<file path="src/rtl/ysyx_24100005_mem_arb.sv">
// Two-master (IFU/LSU) single-port memory arbiter with one outstanding
// transaction and a response timeout that forces an error response.
// Optional build macro: YSYX_24100005_ARB_RR_EN selects round-robin tie
// breaking; without it the LSU always wins simultaneous requests.
// While rst is high every output is forced to 0.
module ysyx_24100005_mem_arb #(
    parameter int unsigned ADDR_W  = 32,
    parameter int unsigned DATA_W  = 32,
    parameter int unsigned TIMEOUT = 255
) (
    input  logic                clk,
    input  logic                rst,
    // IFU read port
    input  logic                ifu_req_valid,
    output logic                ifu_req_ready,
    input  logic [ADDR_W-1:0]   ifu_addr,
    output logic                ifu_resp_valid,
    output logic [DATA_W-1:0]   ifu_rdata,
    // LSU read/write port
    input  logic                lsu_req_valid,
    output logic                lsu_req_ready,
    input  logic [ADDR_W-1:0]   lsu_addr,
    input  logic                lsu_wen,
    input  logic [DATA_W-1:0]   lsu_wdata,
    input  logic [DATA_W/8-1:0] lsu_wmask,
    output logic                lsu_resp_valid,
    output logic [DATA_W-1:0]   lsu_rdata,
    // Memory port
    output logic                mem_req_valid,
    input  logic                mem_req_ready,
    output logic [ADDR_W-1:0]   mem_addr,
    output logic                mem_wen,
    output logic [DATA_W-1:0]   mem_wdata,
    output logic [DATA_W/8-1:0] mem_wmask,
    input  logic                mem_resp_valid,
    input  logic [DATA_W-1:0]   mem_rdata,
    output logic                arb_err
);

    localparam int unsigned CNT_W = $clog2(TIMEOUT + 1);
    localparam logic [CNT_W-1:0] CNT_LAST = CNT_W'(TIMEOUT - 1);

    typedef enum logic [1:0] {StIdle, StWaitIfu, StWaitLsu} state_e;

    state_e           state_q, state_d;
    logic [CNT_W-1:0] cnt_q, cnt_d;
    logic             lsu_win;
    logic             timed_out;
    logic [DATA_W-1:0] resp_data;

`ifdef YSYX_24100005_ARB_RR_EN
    // 1 = LSU was granted last; the other master wins the next tie.
    logic last_grant_q, last_grant_d;

    // Round-robin history register, updated only on a handshake.
    always_ff @(posedge clk or posedge rst) begin
        if (rst) begin
            last_grant_q <= 1'b0;
        end else begin
            last_grant_q <= last_grant_d;
        end
    end

    assign lsu_win = lsu_req_valid && (!ifu_req_valid || !last_grant_q);
`else
    assign lsu_win = lsu_req_valid;
`endif

    // State and timeout counter registers.
    always_ff @(posedge clk or posedge rst) begin
        if (rst) begin
            state_q <= StIdle;
            cnt_q   <= '0;
        end else begin
            state_q <= state_d;
            cnt_q   <= cnt_d;
        end
    end

    assign timed_out = (cnt_q == CNT_LAST);
    // A real response beats a coincident timeout.
    assign resp_data = mem_resp_valid ? mem_rdata : '0;

    // Next-state and output decode; outputs held at 0 during reset.
    always_comb begin
        state_d        = state_q;
        cnt_d          = cnt_q;
        ifu_req_ready  = 1'b0;
        ifu_resp_valid = 1'b0;
        ifu_rdata      = '0;
        lsu_req_ready  = 1'b0;
        lsu_resp_valid = 1'b0;
        lsu_rdata      = '0;
        mem_req_valid  = 1'b0;
        mem_addr       = '0;
        mem_wen        = 1'b0;
        mem_wdata      = '0;
        mem_wmask      = '0;
        arb_err        = 1'b0;
`ifdef YSYX_24100005_ARB_RR_EN
        last_grant_d   = last_grant_q;
`endif
        if (!rst) begin
            unique case (state_q)
                StIdle: begin
                    mem_req_valid = ifu_req_valid || lsu_req_valid;
                    if (lsu_win) begin
                        mem_addr      = lsu_addr;
                        mem_wen       = lsu_wen;
                        mem_wdata     = lsu_wdata;
                        mem_wmask     = lsu_wmask;
                        lsu_req_ready = mem_req_ready;
                    end else if (ifu_req_valid) begin
                        mem_addr      = ifu_addr;
                        ifu_req_ready = mem_req_ready;
                    end
                    if (mem_req_valid && mem_req_ready) begin
                        state_d = lsu_win ? StWaitLsu : StWaitIfu;
                        cnt_d   = '0;
`ifdef YSYX_24100005_ARB_RR_EN
                        last_grant_d = lsu_win;
`endif
                    end
                end
                StWaitIfu, StWaitLsu: begin
                    // Saturate at the limit so the counter never wraps.
                    if (!timed_out) begin
                        cnt_d = cnt_q + 1'b1;
                    end
                    if (mem_resp_valid || timed_out) begin
                        state_d = StIdle;
                        arb_err = !mem_resp_valid;
                        if (state_q == StWaitIfu) begin
                            ifu_resp_valid = 1'b1;
                            ifu_rdata      = resp_data;
                        end else begin
                            lsu_resp_valid = 1'b1;
                            lsu_rdata      = resp_data;
                        end
                    end
                end
                default: state_d = StIdle;
            endcase
        end
    end

endmodule

</file>
<file path="config.mk">
export PLATFORM = sky130hd
export DESIGN_NAME = ysyx_24100005_mem_arb
export DESIGN_NICKNAME = d
export VERILOG_FILES = /design/src/rtl/ysyx_24100005_mem_arb.sv
export SDC_FILE = /design/constraint.sdc
export NUM_CORES = 1
export LEC_CHECK = 0
export ABC_AREA = 0
export CAP_MARGIN = 20
export CORE_AREA = 2 2 107 109
export DETAILED_ROUTE_END_ITERATION = 7
export DIE_AREA = 0 0 109 111
export DONT_BUFFER_PORTS = 1
export SKIP_LAST_GASP = 1
export SYNTH_ARGS = -nofsm -noshare
export SYNTH_HDL_FRONTEND = slang
export SYNTH_SLANG_ARGS = --single-unit
</file>
<file path="constraint.sdc">
create_clock -name clk -period 1.7 [get_ports clk]
set_clock_uncertainty 0.15 [all_clocks]
set_input_delay 0.17 -clock clk [delete_from_list [all_inputs] [get_ports clk]]
set_output_delay 0.17 -clock clk [all_outputs]
set_load 0.03 [all_outputs]
</file>
# ---- After elaboration in Yosys (flattened, before gate mapping)
# Cells that the tools add are included.
dict set report op_classes {
  n_reduce_logical 9
  eq_ne 6
  addsub 1
  muxes 49
  bitwise 1
}
# cell n
set op_table {}
lappend op_table {{$mux 32} 16}
lappend op_table {{$mux 1} 23}
lappend op_table {{$mux 8} 2}
lappend op_table {{$pmux 8 s2} 1}
lappend op_table {{$mux 4} 3}
lappend op_table {{$add 8x1->8 const B} 1}
lappend op_table {{$eq 8x8->1 const B} 1}
lappend op_table {{$mux 2} 3}
lappend op_table {{$ne 2x2->1 const B} 3}
lappend op_table {{$pmux 2 s2} 1}
lappend op_table {{$reduce_and 4->1} 1}
lappend op_table {{$reduce_and 3->1} 1}
lappend op_table {{$eq 2x1->1 const B} 1}
lappend op_table {{$eq 2x2->1 const B} 1}
lappend op_table {{$logic_not 2->1} 1}
lappend op_table {{$logic_or 1x1->1} 2}
lappend op_table {{$reduce_bool 2->1} 1}
lappend op_table {{$reduce_or 2->1} 1}
lappend op_table {{$logic_and 1x1->1} 1}
lappend op_table {{$logic_not 1->1} 1}
lappend op_table {{$not 1->1} 1}
dict set report totals {
  ff_bits 10
}

# ---- Depth between registers and ports, before layout
dict set report depth {
  ltp_word 5
  mapped_depth 8
  depth_no_buf 6
}

# ---- Worst setup path after synthesis
# OpenSTA, ideal clock, no wires.
dict set report synth_path {
  path_type {register to register}
  start {register state_q[0]}
  end {register state_q[0]}
  arrival_time_ns 2.054
  stages_incl_launch_ff 5
  n_path_buf 0
  t_required_ns 1.478
  path_slack_ns -0.576
  period_less_slack_ns 2.276
  setup_time_ns 0.072
  cell_sequence {dfrtp_1 > inv_1 > ha_1 > nor4b_1 > a22o_1}
}
dict set report synth_via {
  elab_chain_cells 4
}
# element line
set synth_lines {}
lappend synth_lines {{from (decl)} 45} ;# state_e state_q, state_d;
lappend synth_lines {{from (signal assigned)} 72} ;# state_q <= StIdle;
lappend synth_lines {{from (signal assigned)} 75} ;# state_q <= state_d;
lappend synth_lines {{$eq 2x1->1 or $eq 2x2->1 (tied branches)} 104} ;# unique case (state_q)
lappend synth_lines {{$reduce_or 2->1} 104}
lappend synth_lines {{$ne 2x2->1 (no line)} n/a}
lappend synth_lines {{$reduce_and 3->1 (no line)} n/a}
# Parallel ways exist; a longest one is shown, timed or not.
# A chain may end at the register's enable or synchronous reset.

# ---- Worst setup path after layout
dict set report layout_path {
  start {register state_q[0]}
  end {output port lsu_rdata[9]}
}
dict set report layout_via {
  elab_chain_cells 5
}
# element line
set layout_lines {}
lappend layout_lines {{$eq 2x1->1} {104, 133}}
lappend layout_lines {{$mux 32} 133} ;# if (state_q == StWaitIfu) begin
lappend layout_lines {{$mux 32} 130} ;# if (mem_resp_valid || timed_out) begin
lappend layout_lines {{$mux 32 (*)} 104}
lappend layout_lines {{$mux 32 (*)} 103} ;# if (!rst) begin
lappend layout_lines {{to (decl)} 27} ;# output logic [DATA_W-1:0] lsu_rdata,
# Mark *: on every way between the ends. The rest lies on a longest branch, timed or not.

==> run_results.csv <==
group,metric,value,unit
timing,fmax,0.4623,GHz
place,dp.cells,466,
clock_network,clock_path_buffers,2,
global_routing,grt_use_total,13.31,%
floorplan,die-area,0.01210,mm^2
power_and_ir_drop,p_total,5.116,mW
power_and_ir_drop,p_leak,1.807,nW
synthesis,synthFlopType,"dfrtp_1",
place,hpwl,6580,um
detailed_routing,post_drt_via_cell_ratio,4.970,
floorplan,initial_utilization,16.67,%
finish,area_growth,143.0,%
timing,period_share,127.2,%
run_status,violations,"setup timing",
global_routing,grt_max_degree,45,
critical_path,critPathArrivalTime,1.84,ns
timing,slew_violations,0,
synthesis,ys_ff_latch,10,
finish,nFillCells,1029,
floorplan,rows,39,
critical_path,r2r_slack,-0.31,ns
power_and_ir_drop,vdd_drop_max,696.5,uV
synthesis,ys_warn_count,0,
clock_network,cts_buffers,3,
global_routing,gr-total-overflow,0,
detailed_routing,ant_nets,0,
run_status,status,"complete, but fails checks",
detailed_routing,drc,0,
synthesis,syn_inst,279,
clock_network,cts_tree,"built",
timing,fin_tns_setup,-52.32,ns
detailed_routing,avgRoutedWirePerCell,18.92,um
detailed_routing,vias,2520,
finish,layout-drive-gt1-share,77.96,%
timing,min_period,2.163,ns
synthesis,synth.yosys.seq_area_share,13.55,%
place,gp_congestion,0.8765,
floorplan,coreArea,0.01108,mm^2
timing,layout_setup_ws,-0.4632,ns
synthesis,syn-num-nets,422,
synthesis,syn_avg_cell_area,6.619,um^2
timing,worst_slew_pin_slew,0.6887,ns
synthesis,synth_edf_count,0,
clock_network,clock_latency,0.24,ns
synthesis,synth_area_leader_cell,"a22o_1",
critical_path,cp_max_fo,8,
finish,stdcell_count,507,
clock_network,cts-root-buf,"clkbuf_16",
synthesis,yosysUniqueCellTypes,40,
timing,rsz0062_at_grt,"true",
hold_path,holdCritPathClass,"input pin to register",
timing,slew_headroom,53.60,%
floorplan,die_height,111,um
detailed_routing,drt_iter0_markers,64,
power_and_ir_drop,p_per_area,1140,mW/mm^2
run,max_cap_violations,0,
synthesis,synthTopCellsByCount,"nor2_1 (67), and3_1 (40), nand2_1 (40)",
place,io_buffers,0,
critical_path,crit_path_start_kind,"register",
critical_path,worst_ep_required_time,1.38,ns
global_routing,grt_pass1_wl,12690,um
global_routing,antenna_found_initial,1,
synthesis,synth_top_area_share,16.60,%
clock_network,cts.clk_slew.worst_paths,0.04,ns
synthesis,synth_area_leaders,"a22o_1 (17%), nor2_1 (14%), and3_1 (14%), dfrtp_1 (14%), nand2_1 (8.1%)",
floorplan,dieWidth,109,um
timing,hold_ws,0.02742,ns
global_routing,grt_pass1_vias,2395,
timing,finalHoldViolations,0,
clock_network,htreeDepth,1,
detailed_routing,drtPass1Iterations,4,
clock_network,cts_sinks,10,
detailed_routing,wl,9591,um
critical_path,worstSetupPathType,"register to primary output",
synthesis,netlist_area,0.001847,mm^2
critical_path,endpoint_kind,"primary output",
synthesis,async_reset_ff_share,100.0,%
synthesis,synth.most_common_cell,"nor2_1",
floorplan,num_io_pins,278,
finish,layout.nets,508,
timing,setup_violations,147,
## metal layers
| metal | wire length (um) | vias to the layer above | global-route usage [%] |
|---|---|---|---|
| met3 | 789 | 11 | 2.881 |
| met5 | 0 | - | 0 |
| met1 | 3228 | 1207 | 14.39 |
| met4 | 189 | 0 | 4.188 |
| met2 | 5384 | 142 | 25.05 |
| li1 | - | 1160 | - |
## cell families after synthesis
logic type                 synth area share [%]
and+or+nand+nor                           45.94
AOI/OAI and AO/OA                         25.74
adders and majority gates                 2.710
buffers and inverters                     12.06
DFF                                       13.55
## registers in the layout (all words and copies together) (netlist names)
register	flops
cnt_q	8
state_q	2
## path summary, 6_finish.rpt
kind	end	cells past startpoint	start
worst max-delay path	lsu_rdata[9]	7	state_q[0]
worst min-delay path	state_q[1]	3	rst
worst max register to register	cnt_q[5]	9	state_q[0]
worst min register to register	state_q[1]	1	state_q[1]
max in group asynchronous	cnt_q[3]	3	rst
min in group asynchronous	cnt_q[0]	3	rst
## metrics by stage
step	utilization (%)	setup slack, ns	cell area, um^2
finish	40.51	-0.4632	4487
global route	40.51	-0.5232	4487
CTS	35.39	-0.4695	3920
detailed placement	29.78	-0.2363	3298
global placement	29.78	-0.1878	3298
floorplan	-	-0.2442	2731
## power breakdown
part | switching [mW] | total [mW] | internal, mW
combinational | 2.35 | 4.35 | 2.00
sequential | 0.0559 | 0.353 | 0.297
clock | 0.109 | 0.414 | 0.305
## layout make-up
| cell class | count | area [um^2] | share of cell area (%) |
|---|---|---|---|
| diodes | 1 | 2.502 | 0.05577 |
| clock buffers | 3 | 75.07 | 1.673 |
| inverters | 7 | 28.78 | 0.6414 |
| multi-input cells | 231 | 2507 | 55.88 |
| flip-flops and latches | 10 | 250.2 | 5.577 |
| well taps | 143 | 178.9 | 3.988 |
| repair buffers | 112 | 1444 | 32.18 |
## cell usage in the layout, fill, tap and decap left out, types with 4 or more instances in the layout
cell type | Yosys | layout
a22o_1 | 35 | 5
nor3_2 | 1 | 4
clkbuf_16 | 0 | 11
buf_12 | 0 | 9
buf_4 | 5 | 27
dfrtp_1 | 10 | 10
nor2_4 | 0 | 62
buf_6 | 6 | 58
buf_16 | 0 | 5
buf_8 | 0 | 4
and3_4 | 0 | 40
nand2_1 | 40 | 39
a22o_4 | 0 | 30
## repair_timing
item	CTS	global route
cloned	6	8
buffers inserted	13	15
pin swaps	41	48
hold buffers	1	0
hold endpoints to repair	11	0
gates resized for setup	73	81
setup endpoints to repair	149	149
## worst max-delay path: stages, from the launching register on
cell,delay [ns]
dfrtp_1,0.37
inv_2,0.06
ha_4,0.27
inv_4,0.03
or3_4,0.37
buf_12,0.15
buf_16,0.15
nor2_4,0.20
Note: power is estimated with default switching activity, not from simulation.
